**config.mk**
```make
export PLATFORM = sky130hd
export DESIGN_NAME = speed_ctrl
export DESIGN_NICKNAME = d
export VERILOG_FILES = /design/src/rtl/game_pkg.sv /design/src/rtl/btn_debounce.sv /design/src/rtl/speed_ctrl.sv
export SDC_FILE = /design/constraint.sdc
export NUM_CORES = 1
export LEC_CHECK = 0
export CORE_ASPECT_RATIO = 1.4
export CORE_UTILIZATION = 40
export DETAILED_ROUTE_END_ITERATION = 8
export PLACE_DENSITY_LB_ADDON = 0.25
export SLEW_MARGIN = 40
export SYNTH_ARGS = -nofsm -noshare
export SYNTH_HDL_FRONTEND = slang
export SYNTH_SLANG_ARGS = --single-unit
```
**constraint.sdc**
```tcl
create_clock -name clk -period 3.98 [get_ports clk]
set_input_delay 0.796 -clock clk [delete_from_list [all_inputs] [get_ports clk]]
set_output_delay 0.796 -clock clk [all_outputs]
set_load 0.005 [all_outputs]
```
**src/rtl/game_pkg.sv**
```systemverilog
// Shared definitions for the game clock path: rate code encoding and the
// button debounce state encoding.
package game_pkg;

  localparam int RATE_W = 2;

  localparam logic [RATE_W-1:0] RATE_FASTEST = 2'b00;
  localparam logic [RATE_W-1:0] RATE_SLOWEST = 2'b11;
  localparam logic [RATE_W-1:0] RATE_DEFAULT = 2'b10;

  typedef enum logic [1:0] {
    LOW       = 2'b00,
    WAIT_HIGH = 2'b01,
    HIGH      = 2'b10,
    WAIT_LOW  = 2'b11
  } db_state_e;

endpackage

```
**src/rtl/btn_debounce.sv**
```systemverilog
// Two-flop synchroniser plus counting debounce FSM for one raw push-button.
// Emits the debounced level and a single-cycle pulse per accepted press.
module btn_debounce
  import game_pkg::*;
#(
  parameter int DEBOUNCE_CYCLES = 1_000_000
) (
  input  logic clk,
  input  logic rst_n,
  input  logic btn_raw,
  output logic btn_level,
  output logic btn_press
);

  localparam int CNT_W = $clog2(DEBOUNCE_CYCLES + 1);
  localparam logic [CNT_W-1:0] CNT_MAX = CNT_W'(DEBOUNCE_CYCLES);
  localparam logic [CNT_W-1:0] CNT_ONE = CNT_W'(1);

  logic             sync0_q, sync1_q;
  db_state_e        state_q, state_d;
  logic [CNT_W-1:0] cnt_q, cnt_d;
  logic             level_q, level_d;
  logic             press_q, press_d;

  always_ff @(posedge clk) begin
    if (!rst_n) begin
      sync0_q <= 1'b0;
      sync1_q <= 1'b0;
      state_q <= LOW;
      cnt_q   <= '0;
      level_q <= 1'b0;
      press_q <= 1'b0;
    end else begin
      sync0_q <= btn_raw;
      sync1_q <= sync0_q;
      state_q <= state_d;
      cnt_q   <= cnt_d;
      level_q <= level_d;
      press_q <= press_d;
    end
  end

  // The counter saturates at CNT_MAX by construction: the FSM leaves the
  // waiting state on the same edge the count is found complete.
  always_comb begin
    state_d = state_q;
    cnt_d   = cnt_q;
    press_d = 1'b0;
    unique case (state_q)
      LOW: begin
        if (sync1_q) begin
          state_d = WAIT_HIGH;
          cnt_d   = CNT_ONE;
        end
      end
      WAIT_HIGH: begin
        if (!sync1_q) begin
          state_d = LOW;
          cnt_d   = '0;
        end else if (cnt_q >= CNT_MAX) begin
          state_d = HIGH;
          cnt_d   = '0;
          press_d = 1'b1;
        end else begin
          cnt_d = cnt_q + CNT_ONE;
        end
      end
      HIGH: begin
        if (!sync1_q) begin
          state_d = WAIT_LOW;
          cnt_d   = CNT_ONE;
        end
      end
      WAIT_LOW: begin
        if (sync1_q) begin
          state_d = HIGH;
          cnt_d   = '0;
        end else if (cnt_q >= CNT_MAX) begin
          state_d = LOW;
          cnt_d   = '0;
        end else begin
          cnt_d = cnt_q + CNT_ONE;
        end
      end
      default: begin
        state_d = LOW;
        cnt_d   = '0;
      end
    endcase
    level_d = (state_d == HIGH) || (state_d == WAIT_LOW);
  end

  assign btn_level = level_q;
  assign btn_press = press_q;

endmodule

```
**src/rtl/speed_ctrl.sv**
```systemverilog
// Turns faster/slower push-buttons into the saturating 2-bit clk_rate code
// consumed by the game clock divider (00 = fastest, 11 = slowest).
module speed_ctrl
  import game_pkg::*;
#(
  parameter int                DEBOUNCE_CYCLES = 1_000_000,
  parameter logic [RATE_W-1:0] RESET_RATE      = RATE_DEFAULT
) (
  input  logic              clk,
  input  logic              rst_n,
  input  logic              btn_faster,
  input  logic              btn_slower,
  output logic [RATE_W-1:0] clk_rate,
  output logic              rate_changed
);

  logic              faster_level, faster_press;
  logic              slower_level, slower_press;
  logic [RATE_W-1:0] rate_q, rate_d;
  logic              changed_q, changed_d;

  btn_debounce #(.DEBOUNCE_CYCLES(DEBOUNCE_CYCLES)) u_faster (
    .clk       (clk),
    .rst_n     (rst_n),
    .btn_raw   (btn_faster),
    .btn_level (faster_level),
    .btn_press (faster_press)
  );

  btn_debounce #(.DEBOUNCE_CYCLES(DEBOUNCE_CYCLES)) u_slower (
    .clk       (clk),
    .rst_n     (rst_n),
    .btn_raw   (btn_slower),
    .btn_level (slower_level),
    .btn_press (slower_press)
  );

  // Simultaneous requests cancel; saturated requests leave the code alone.
  always_comb begin
    rate_d = rate_q;
    if (faster_press && !slower_press && (rate_q != RATE_FASTEST)) begin
      rate_d = rate_q - RATE_W'(1);
    end else if (slower_press && !faster_press && (rate_q != RATE_SLOWEST)) begin
      rate_d = rate_q + RATE_W'(1);
    end
    changed_d = (rate_d != rate_q);
  end

  always_ff @(posedge clk) begin
    if (!rst_n) begin
      rate_q    <= RESET_RATE;
      changed_q <= 1'b0;
    end else begin
      rate_q    <= rate_d;
      changed_q <= changed_d;
    end
  end

  assign clk_rate     = rate_q;
  assign rate_changed = changed_q;

  logic unused_levels;
  assign unused_levels = faster_level ^ slower_level;

endmodule

```
==> results.sh <==
export IMPL_first_pass_iters=4
export IMPL_dr_wl_met3_um=71
export IMPL_fmax_mhz=446.8
export IMPL_cts_resized=0
export IMPL_ys_types=46
export IMPL_highest_layer="met4"
export IMPL_peakVddDrop_uv=173.1
export IMPL_track_usage_pct=16.74
export IMPL_grt_pass1_wl_mm=9.390
export IMPL_viasPerCell=5.409
export IMPL_async_flop_share_pct=0
export IMPL_final_common_cell="dfxtp_1"
export IMPL_criticalPathCategory="input pin to flop"
export IMPL_layout_drive_gt1_share_pct=5.864
export IMPL_ys_flop_type="dfxtp_1"
export IMPL_clock_skew_ps=10.92
export IMPL_synth_top_family_by_area="simple AND/OR/NAND/NOR gates"
export IMPL_rows=34
export IMPL_vias=2142
export IMPL_setup_tns_final_ps=0
export IMPL_tightest_slew_ps=724.3
export IMPL_finalCriticalPeriod_ps=2238
export IMPL_drc_errors=0
export IMPL_ys_seq_elements=53
export IMPL_cts_buffers_inserted=5
export IMPL_tritoncts="done"
export IMPL_layout_common_cells="dfxtp_1 (53), nand2_1 (36), nor2_1 (32), nand3_1 (25), a21oi_1 (20)"
export IMPL_finalSetupViolCount=0
export IMPL_worstPathCellList="clkdlybuf4s50_1, and3_1, a21boi_2, o21ai_0, a31oi_1"
export IMPL_rsz0062_at_grt="false"
export IMPL_regArea_um2=1061
export IMPL_status="finished, final reports clean"
export IMPL_start_util_pct=41.86
export IMPL_synth_xor_area_share_pct=7.266
export IMPL_m1WireLength_mm=2.348
export IMPL_die_x_um=70.37
export IMPL_wirelength_mm=5.257
export IMPL_die_h_um=97.72
export IMPL_diodes=0
export IMPL_relSlewSlack_pct=51.43
export IMPL_grt_max_degree=28
export IMPL_grt_overflow_total=0
export IMPL_cts_sinks=53
export IMPL_crit_arrival_ps=2470
export IMPL_synth_mux_area_share_pct=0.7648
export IMPL_core_area_um2=6254
export IMPL_synth_area_per_cell_um2=8.283
export IMPL_netlist_area_um2=2618
export IMPL_cts_setup_buffers=0
export IMPL_start_kind="input pin"
export IMPL_crit_path_end_kind="flop"
export IMPL_period_share_pct=56.23
export IMPL_synthAdderAreaFrac_pct=2.868
export IMPL_antenna_left=0
export IMPL_synth_compound_area_share_pct=14.29
export IMPL_cap_violations=0
export IMPL_dp_cells=389
export IMPL_crit_family="compound AO/OA/AOI/OAI gates"
export IMPL_die_area_um2=6876
export IMPL_nets=334
export IMPL_yosys_area_top_type_share_pct=40.54
export IMPL_cpMaxStageDelayCell="a21boi_2"
export IMPL_area_delta_synth_final_pct=8.891
export IMPL_routed_wl_met2_mm=2.722
export IMPL_cp_buffers_inverters=1
export IMPL_fillers=625
export IMPL_path_clk_slew_ps=90
export IMPL_path_max_fanout=18
export IMPL_yosys_area_top_type="dfxtp_1"
export IMPL_power_density_nw_per_um2=322.8
export IMPL_insertion_delay_ps=300
export IMPL_wl_per_cell_um=13.28
export IMPL_yosysWarnings=0
export IMPL_worstHoldPathType="flop to flop"
export IMPL_maxSlewViolCount=0
export IMPL_grt_pass1_vias=2071
export IMPL_leakage_nw=0.9982
export IMPL_gp_congestion=0.8057
export IMPL_hold_buffers=0
export IMPL_dr_first_iter_drc_count=89
export IMPL_clk_path_buf_depth=2
export IMPL_root_buffer="clkbuf_8"
export IMPL_synth_area_leaders="dfxtp_1 (41%), nand2_1 (5.2%), nand3_1 (4.8%)"
export IMPL_synth_seq_area_share_pct=40.54
export IMPL_multi_input_area_um2=1486
export IMPL_layout_cells_non_filler=396
export IMPL_io_pins=7
export IMPL_cts_max_level=2
export IMPL_port_buffers=6
export IMPL_synthSimpleGateAreaFrac_pct=31.45
export IMPL_antenna_found_initial=0
export IMPL_dp_hpwl_mm=3.841
export IMPL_synthesis_nets=326
export IMPL_synthCells=316
export IMPL_hold_viol=0
export IMPL_synth_enable_flop_cells=0
export IMPL_cp_data_required_time_ps=4210
export IMPL_slowest_delay_ps=600
-- where the power goes --
part | internal (W) | leakage [nW] | switching [W]
sequential | 0.000533 | 0.428 | 0.00000329
clock | 0.000183 | 0.0540 | 0.000171
combinational | 0.00000944 | 0.516 | 0.0000200
total | 0.000726 | 0.998 | 0.000194
-- per-layer routing --
metal	GRT usage, %	vias to the layer above
li1	-	1139
met1	19.27	979
met2	29.74	16
met3	2.905	8
met4	7.385	0
met5	0	-
-- state kept, by name, summed over array words and instances, names as in the netlist, named ones only --
register	flops
u_faster.sync1_q	1
u_slower.btn_press	1
u_slower.sync0_q	1
rate_changed	1
u_slower.state_q	1
clk_rate	2
u_slower.sync1_q	1
u_faster.sync0_q	1
u_slower.cnt_q	20
u_faster.state_q	1
u_faster.cnt_q	20
u_faster.btn_press	1
-- cells by family after synthesis --
group | Yosys count
simple gates | 157
compound gates | 62
flops | 53
xor+xnor | 20
buf+inv | 16
fa+ha+maj | 6
mux | 2
-- cells in the mapped netlist, types with 2 or more instances --
cell and number:
mux2i_1 2, nand4b_1 2, nand2b_1 4, o21ai_0 15, o211ai_1 3, a31oi_1 9
xor2_1 9, xor2_2 2, o311ai_0 2, a21oi_1 21, nand4_1 9, and4_1 6
nor3_1 12, nor2_1 32, nor3b_1 2, and3_1 8, clkbuf_1 3, or4_1 3
buf_2 3, o31ai_1 2, dfxtp_1 53, inv_1 9, and2_1 10, xnor2_1 9
nand3_1 25, ha_1 6, nand2_1 36
-- final timing paths --
| path | from | endpoint | slack, ps | depth (start not counted) |
|---|---|---|---|---|
| max reg2reg | u_slower.cnt_q[0] | u_slower.cnt_q[18] | 1970 | 6 |
| min | u_faster.sync0_q | u_faster.sync1_q | 430 | 1 |
| max | rst_n | u_slower.cnt_q[8] | 1740 | 5 |
| min reg2reg | u_faster.sync0_q | u_faster.sync1_q | 430 | 1 |
-- through the flow --
stage               hold WS (ps)  cell area, um^2  setup slack, ps  utilization [%]  total power [W]
finish                     431.6             2850             1742            45.58        0.0009201
global route               454.3             2850             1495            45.58        0.0009571
CTS                        437.1             2846             1733            45.52        0.0009331
detailed placement         424.0             2743             1458            43.86        0.0005790
global placement           420.7             2743             1493            43.86        0.0005787
floorplan                  411.9             2618             1908                -        0.0005674
-- final cells by class --
class | count | area share [%]
Tap cell | 72 | 3.161
Multi-Input combinational cell | 247 | 52.15
Sequential cell | 53 | 37.23
Inverter | 9 | 1.185
Clock buffer | 5 | 2.414
Clock inverter | 2 | 1.229
Timing Repair Buffer | 8 | 2.634
Power figures use the tool's default switching activity.
